$ cat config.mk
export PLATFORM = sky130hd
export DESIGN_NAME = rr_grant_scheduler
export DESIGN_NICKNAME = d
export VERILOG_FILES = /design/src/rtl/rr_grant_scheduler.sv
export SDC_FILE = /design/constraint.sdc
export NUM_CORES = 1
export LEC_CHECK = 0
export ABC_AREA = 1
export CORE_AREA = 2 2 224 226
export DETAILED_ROUTE_END_ITERATION = 12
export DIE_AREA = 0 0 226 228
export PLACE_DENSITY_LB_ADDON = 0.08
export SLEW_MARGIN = 20
export SYNTH_ARGS = -nofsm -noshare
export SYNTH_HDL_FRONTEND = slang
export SYNTH_SLANG_ARGS = --single-unit
$ cat constraint.sdc
create_clock -name clk -period 9.85 [get_ports clk]
set_clock_uncertainty 0.1 [all_clocks]
set_input_delay 1.4775 -clock clk [delete_from_list [all_inputs] [get_ports clk]]
set_output_delay 1.4775 -clock clk [all_outputs]
set_load 0.05 [all_outputs]
$ cat src/rtl/rr_grant_scheduler.sv
// ---------------------------------------------------------------------------
// rr_grant_scheduler
//
// Round-robin scheduler that shares one resource among N_REQ requesters.
// One requester is granted at a time. The grant is held until the grantee
// releases it, drops its request, or runs out of hold time. A single dead
// GAP cycle then follows, and the next requester in rotation is picked.
//
// Ports:
//   clk        rising-edge clock
//   rst_n      asynchronous active-low reset
//   req        level requests, bit i = requester i
//   done       release strobe from the current grantee
//   lock       (only with GRANT_LOCK_EN) freezes the hold timer while granted
//   grant_en   grant valid (high only in GRANT)
//   grant_idx  index of the current grantee
//   grant      one-hot decode of grant_idx, gated by grant_en
//   busy       high in GRANT or GAP
//   timeout    one-cycle pulse after a forced (hold-limit) release
//
// Configuration macro: GRANT_LOCK_EN
//   defined   -> adds the lock input. While lock is high in GRANT, the hold
//                counter is frozen and cannot force a release.
//   undefined -> no lock port. The MAX_HOLD limit is always enforced.
//
// The one-hot decode tree is built for IDX_W == 6 (N_REQ == 64).
// ---------------------------------------------------------------------------
module rr_grant_scheduler #(
    parameter int N_REQ    = 64,
    parameter int IDX_W    = 6,
    parameter int MAX_HOLD = 16
) (
    input  logic             clk,
    input  logic             rst_n,
    input  logic [N_REQ-1:0] req,
    input  logic             done,
`ifdef GRANT_LOCK_EN
    input  logic             lock,
`endif
    output logic             grant_en,
    output logic [IDX_W-1:0] grant_idx,
    output logic [N_REQ-1:0] grant,
    output logic             busy,
    output logic             timeout
);

    typedef enum logic [1:0] {
        ST_IDLE  = 2'd0,
        ST_GRANT = 2'd1,
        ST_GAP   = 2'd2
    } state_t;

    localparam logic [7:0] HOLD_LAST = 8'(MAX_HOLD - 1);

    state_t           state, state_next;
    logic [IDX_W-1:0] ptr, ptr_next;
    logic [IDX_W-1:0] idx_next;
    logic [7:0]       hold_cnt, hold_next;
    logic             timeout_next;

    logic [IDX_W-1:0] sel_idx;
    logic [IDX_W-1:0] cand;
    logic             sel_found;
    logic             lock_active;

    logic [3:0]       dec_a, dec_b, dec_c;
    logic [15:0]      dec_low;

`ifdef GRANT_LOCK_EN
    assign lock_active = lock;
`else
    assign lock_active = 1'b0;
`endif

    // Outputs that follow the state directly.
    // They drop at the same moment the async reset forces the state to IDLE.
    assign grant_en = (state == ST_GRANT);
    assign busy     = (state != ST_IDLE);

    // Round-robin pick: the first set request found searching upward from
    // ptr. The candidate index wraps naturally at IDX_W bits.
    always_comb begin
        sel_idx   = ptr;
        sel_found = 1'b0;
        cand      = ptr;
        for (int i = 0; i < N_REQ; i++) begin
            cand = ptr + IDX_W'(i);
            if (!sel_found && req[cand]) begin
                sel_idx   = cand;
                sel_found = 1'b1;
            end
        end
    end

    // Next-state logic.
    // Release priority in GRANT is: done, then a silent request drop, then
    // the hold limit. So a done that coincides with expiry never raises timeout.
    always_comb begin
        state_next   = state;
        ptr_next     = ptr;
        idx_next     = grant_idx;
        hold_next    = hold_cnt;
        timeout_next = 1'b0;
        case (state)
            ST_IDLE: begin
                if (sel_found) begin
                    idx_next   = sel_idx;
                    hold_next  = 8'd0;
                    state_next = ST_GRANT;
                end
            end
            ST_GRANT: begin
                if (done || !req[grant_idx]) begin
                    state_next = ST_GAP;
                    ptr_next   = grant_idx + IDX_W'(1);
                end else if (!lock_active && hold_cnt == HOLD_LAST) begin
                    state_next   = ST_GAP;
                    ptr_next     = grant_idx + IDX_W'(1);
                    timeout_next = 1'b1;
                end else if (!lock_active) begin
                    hold_next = hold_cnt + 8'd1;
                end
            end
            ST_GAP: begin
                state_next = ST_IDLE;
            end
            default: begin
                state_next = ST_IDLE;
            end
        endcase
    end

    // State and datapath registers.
    // timeout is registered, so it appears in the GAP cycle, as grant_en falls.
    always_ff @(posedge clk or negedge rst_n) begin
        if (!rst_n) begin
            state     <= ST_IDLE;
            ptr       <= '0;
            hold_cnt  <= 8'd0;
            grant_idx <= '0;
            timeout   <= 1'b0;
        end else begin
            state     <= state_next;
            ptr       <= ptr_next;
            hold_cnt  <= hold_next;
            grant_idx <= idx_next;
            timeout   <= timeout_next;
        end
    end

    // One-hot grant from a two-level decode tree of the registered index.
    // Three 2->4 predecoders feed a 4x4 -> 16 stage, and that stage is
    // combined with the top predecoder to reach 64 lines.
    // Only registers feed this tree, so req has no path to grant.
    always_comb begin
        dec_a   = 4'b0001 << grant_idx[1:0];
        dec_b   = 4'b0001 << grant_idx[3:2];
        dec_c   = 4'b0001 << grant_idx[5:4];
        dec_low = '0;
        grant   = '0;
        for (int j = 0; j < 4; j++) begin
            for (int i = 0; i < 4; i++) begin
                dec_low[4*j + i] = dec_b[j] & dec_a[i];
            end
        end
        for (int k = 0; k < 4; k++) begin
            for (int m = 0; m < 16; m++) begin
                grant[16*k + m] = grant_en & dec_c[k] & dec_low[m];
            end
        end
    end

endmodule

* Yosys cells after proc, flatten, opt, wreduce, memory -nomap -nowiden *
Cells that the tools add are included.

storage, ports and cells
  output and inout port bits = 73
  register bits after elaboration = 23
  bits of input ports = 67

cells by class
  eq/ne operators = 6
  $add $sub $neg = 65
  reduce and logical (&&, ||, !) cells = 136
  shift-type cells = 3
  bitwise logic cells = 84
  $lt $le $gt $ge = 65
  muxes and demuxes = 270

operator list
  cell                   count
  $lt A6 B7 Y1 const B   65
  $bmux W1 S6            65
  $mux W6                65
  $add A6 B6 Y6 const B  32
  $mux W1                132
  $add A6 B5 Y6 const B  16
  $and A1 B1 Y1          84
  $logic_not A1 Y1       64
  $logic_and A1 B1 Y1    63
  $add A6 B4 Y6 const B  8
  $add A6 B3 Y6 const B  4
  $mux W8                3
  $pmux W8 S2            1
  $add A6 B1 Y6 const B  2
  $add A6 B2 Y6 const B  2
  $shl A1 B2 Y4 const A  3
  $add A8 B1 Y8 const B  1
  $eq A8 B4 Y1 const B   1
  $mux W2                3
  $ne A2 B2 Y1 const B   3
  $reduce_and A2 Y1      3
  $reduce_bool A2 Y1     3
  $pmux W2 S2            1
  $reduce_and A4 Y1      1
  other kinds (4)        4

* Depth between registers and ports, before layout *
  depth after elaboration = 194
  gate-level depth with buffers = 102
  gate-level depth less buffers = 97

* Least setup slack after synthesis *
OpenSTA, ideal clock, no wires.

  kind = reg-to-reg
  start point = reg ptr[2]
  end point = reg hold_cnt[4]
  path buffers = 5
  setup time = 0.073 ns
  data arrival time = 8.370 ns
  path slack = 1.307 ns
  data required time = 9.677 ns
  stages on the path, launching flop included = 78
  cells stage by stage = dfrtp_1 > buf_4 > inv_2 > buf_6 > clkbuf_1 > clkbuf_1 > ha_1 > clkinv_1 > clkbuf_1 > nand3_1 > nand3_1 > nand3_1 > nand2_1 > nand2_1 > nand2_1 > nor3_4 > nand4_2 > nor2_2 > (+42 left out) > nand2_2 > nor2_2 > nand2_1 > nor2_4 > nand2_2 > nor2_4 > nand4_1 > nor2_1 > inv_2 > nor2_4 > nand2_2 > nor2_4 > nor2_4 > nor2_8 > inv_4 > nand3_2 > o21ai_1 > a21oi_2

between the ends
  cells in the longest elaborated chain, start to end = 194
  elaborated cells between the ends (all ways) = 383

ends and longest elaborated chain
  what                                                     line  RTL
  from (decl)                                              56    logic [IDX_W-1:0] ptr, ptr_next;
  from (signal assigned)                                   144   ptr <= ptr_next;
  branches (longest 191 deep; another with $add A6 B1 Y6)  -
  $mux W1 (*)                                              88    if (!sel_found && req[cand]) begin
  $ne A2 B2 Y1 (no source line) (*)                        -
  $reduce_and A4 Y1 (no source line) (*)                   -
  to (signal assigned)                                     145   hold_cnt <= hold_next;
  to (decl)                                                58    logic [7:0] hold_cnt, hold_next;

Mark *: on every way between the ends. The select of a mux whose other input is x is not followed.
A chain may end at the register's enable or synchronous reset.

* Final worst setup path *
  start point = in req[40]
  end point = reg hold_cnt[4]

between the ends
  cells in the longest elaborated chain, start to end = 194
  elaborated cells between the ends (all ways) = 325

ends and longest elaborated chain
  what                                    line  RTL
  from (decl)                             35    input logic [N_REQ-1:0] req,
  $bmux W1 S6                             88
  $mux W1 (not written as such)           88
  $mux W1                                 88
  $logic_not A1 Y1                        88
  $logic_and A1 B1 Y1                     88
  $mux W1                                 88
  $logic_not A1 Y1                        88
  $logic_and A1 B1 Y1                     88
  (+178 left out)                         -
  $logic_not A1 Y1                        88
  $logic_and A1 B1 Y1                     88
  $mux W1                                 88
  $logic_not A1 Y1                        88
  $logic_and A1 B1 Y1                     88
  $mux W1                                 88
  $ne A2 B2 Y1 (no source line)           -
  $reduce_and A4 Y1 (no source line) (*)  -

Mark *: on every way between the ends. The rest lies on a longest branch, timed or not. The select of a mux whose other input is x is not followed.

==> run_results.csv <==
group,metric,value,unit
layout,stdcell_count,3356,
yosys,synth_top_area_share,23.65,%
routing,drc,0,
yosys,synth-edff-count,0,
global_routing,grt_max_degree,69,
global_routing,grt_pass1_wl,109900,µm
die,start_util,24.63,%
routing,wire_per_inst,22.71,µm
clock_network,h-tree-depth,1,
clock_network,clkSinkCount,23,
min_path,hold_class,"reg2reg",
global_routing,grt_pass1_vias,16420,
yosys,synth_ff_type,"dfrtp_1",
sta,period_share,93.03,%
clock_network,clockRootBuffer,"clkbuf_16",
yosys,synth_nets,2530,
layout,multi_input_area,10200,µm²
yosys,yosysWarningCount,0,
yosys,synth.most_common_cell,"nand2_1",
global_routing,antenna_found_initial,3,
die,core,49350,µm²
sta,drv_slew,0,
yosys,synth-seq-cells,23,
die,ios,140,
routing,routed_wirelength,76200,µm
routing,dr.pass1.iters,6,
placement,gp_congestion,1.032,
critical_path,cp.required,9.94,ns
placement,dpl.hpwl,61890,µm
placement,port_buffers,139,
yosys,synth_commonest_cells,"nand2_1, nand3_1, inv_1",
routing,ant_nets,0,
yosys,synth_area_leaders,"nand2_1, nand3_1, o21ai_0",
layout,final_nets,2774,
routing,vias,17390,
critical_path,cp_max_fo,8,
yosys,netlist_instances,2441,
clock_network,cts_tree,"built",
global_routing,grt_overflow,0,
sta,setup_viol,0,
critical_path,cp_common_cell,"nor2_4",
routing,viasPerCell,5.182,
sta,whs,0.4351,ns
layout,seq_area,578.1,µm²
yosys,syn_area,12160,µm²
yosys,synth_cell_types,58,
sta,fmax,0.1091,GHz
die,die_y,228,µm
critical_path,critPathCaptureType,"register",
sta,tightest_slew,1.056,ns
job,drv_cap,0,
die,rows,82,
yosys,synth_seq_area_share,4.735,%
sta,hold_violations,0,
yosys,synthArstFlopShare,100.0,%
clock_network,cts_max_path_buffers,2,
critical_path,arrival,9.26,ns
die,dieArea,51530,µm²
placement,placed_cells,3344,
critical_path,path_class,"in2reg",
global_routing,track_usage,28.86,%
critical_path,cp-start-kind,"primary input",
critical_path,worst_path_max_delay_cell,"clkdlybuf4s50_1",
sta,layout_min_cycle_time,9.164,ns
layout,area_delta_synth_final,31.52,%
sta,maxSlewHeadroom,29.34,%
layout,antenna_cells,0,
die,chipWidth,226,µm
routing,drt_iter0_drc,1617,
critical_path,critPathMaxStageDelay,0.50,ns
clock_network,cts_hold_buf,0,
yosys,syn_avg_cell_area,4.980,µm²
clock_network,clk_pin_slew,0.07,ns
status,status,"finished, final reports clean",
clock_network,numCtsBuffers,3,
yosys,synth_top_cell_by_area,"nand2_1",
layout,fillers,5744,
clock_network,clock_latency,0.26,ns
layout,drive_above_1_share,15.61,%
[final timing paths]
check / cells past startpoint / to / slack (ns) / from
setup reg to reg: 74 / hold_cnt[4]$_DFFE_PN0P_ / 0.84 / ptr[1]$_DFFE_PN0P_
min in group asynchronous: 1 / hold_cnt[6]$_DFFE_PN0P_ / 1.10 / rst_n
max in group asynchronous: 1 / ptr[1]$_DFFE_PN0P_ / 8.15 / rst_n
setup / recovery: 73 / hold_cnt[4]$_DFFE_PN0P_ / 0.69 / req[40]
hold / removal: 2 / hold_cnt[1]$_DFFE_PN0P_ / 0.44 / hold_cnt[1]$_DFFE_PN0P_
hold reg to reg: 2 / hold_cnt[1]$_DFFE_PN0P_ / 0.44 / hold_cnt[1]$_DFFE_PN0P_
[cell usage in the layout (no fill, tap or decap), types with 16 or more instances in the layout]
| master | instances |
|---|---|
| a31oi_1 | 17 |
| o21ai_1 | 16 |
| nor2_1 | 177 |
| o21ai_0 | 249 |
| xor2_1 | 41 |
| nand2_1 | 738 |
| nand2_2 | 40 |
| nand3_2 | 66 |
| buf_4 | 193 |
| a21oi_1 | 83 |
| clkdlybuf4s50_1 | 95 |
| nand3_1 | 350 |
| inv_1 | 308 |
| dfrtp_1 | 21 |
| dlymetal6s2s_1 | 43 |
| inv_2 | 26 |
| nor2_4 | 23 |
| ha_1 | 21 |
[logic make-up after synthesis]
kind of cell             after synthesis  synth area share, %
buffers and inverters                438                16.12
flip-flops                            23                4.735
XOR/XNOR                              48                3.706
adder cells (fa/ha/maj)               22                2.265
multiplexers                          15                1.235
AO/OA/AOI/OAI                        439                19.60
AND/OR/NAND/NOR                     1456                52.34
[worst max-delay path, delay by kind of cell]
kind                   cells  cell delay [ns]
AOI/OAI and AO/OA          3             0.45
buffers and inverters     11             1.20
and+or+nand+nor           59             6.10
[metal layers]
| metal | share of wire, % | track usage (%) | wire [µm] |
|---|---|---|---|
| met5 | 0.058 | 0 | 44 |
| met1 | 45 | 39.73 | 33980 |
| met4 | 4.3 | 10.20 | 3272 |
| met2 | 43 | 44.78 | 32940 |
| met3 | 7.8 | 5.242 | 5975 |
[final cells by class]
| class | instances | area share, % |
|---|---|---|
| multi-input combinational | 1980 | 63.80 |
| timing repair buffer | 334 | 18.60 |
| inverter | 343 | 8.218 |
| tap | 672 | 5.259 |
| sequential | 23 | 3.616 |
| clock buffer | 3 | 0.4696 |
| clock inverter | 1 | 0.03131 |
[stage by stage]
stage               utilization [%]  TNS (ns)  setup WS [ns]  instance area (µm²)
finish                        32.39         0         0.6865                15990
global route                  32.39   -0.1952       -0.05110                15990
CTS                           30.87         0         0.3083                15230
detailed placement            30.70         0        0.07058                15150
global placement              30.71         0        0.03542                15160
floorplan                         -         0          1.307                12160
[repair_timing]
action | CTS | global route
setup buffers | 0 | 8
resized for setup | 0 | 178
endpoints found under the setup margin | 0 | 15
[registers in the layout, summed over array words and instances, names as in the netlist]
signal / count
grant_idx: 6
hold_cnt: 8
ptr: 6
state: 2
timeout: 1
Power is not shown: default switching activity piles up to over one toggle a cycle in this logic, so the estimate is an artifact.
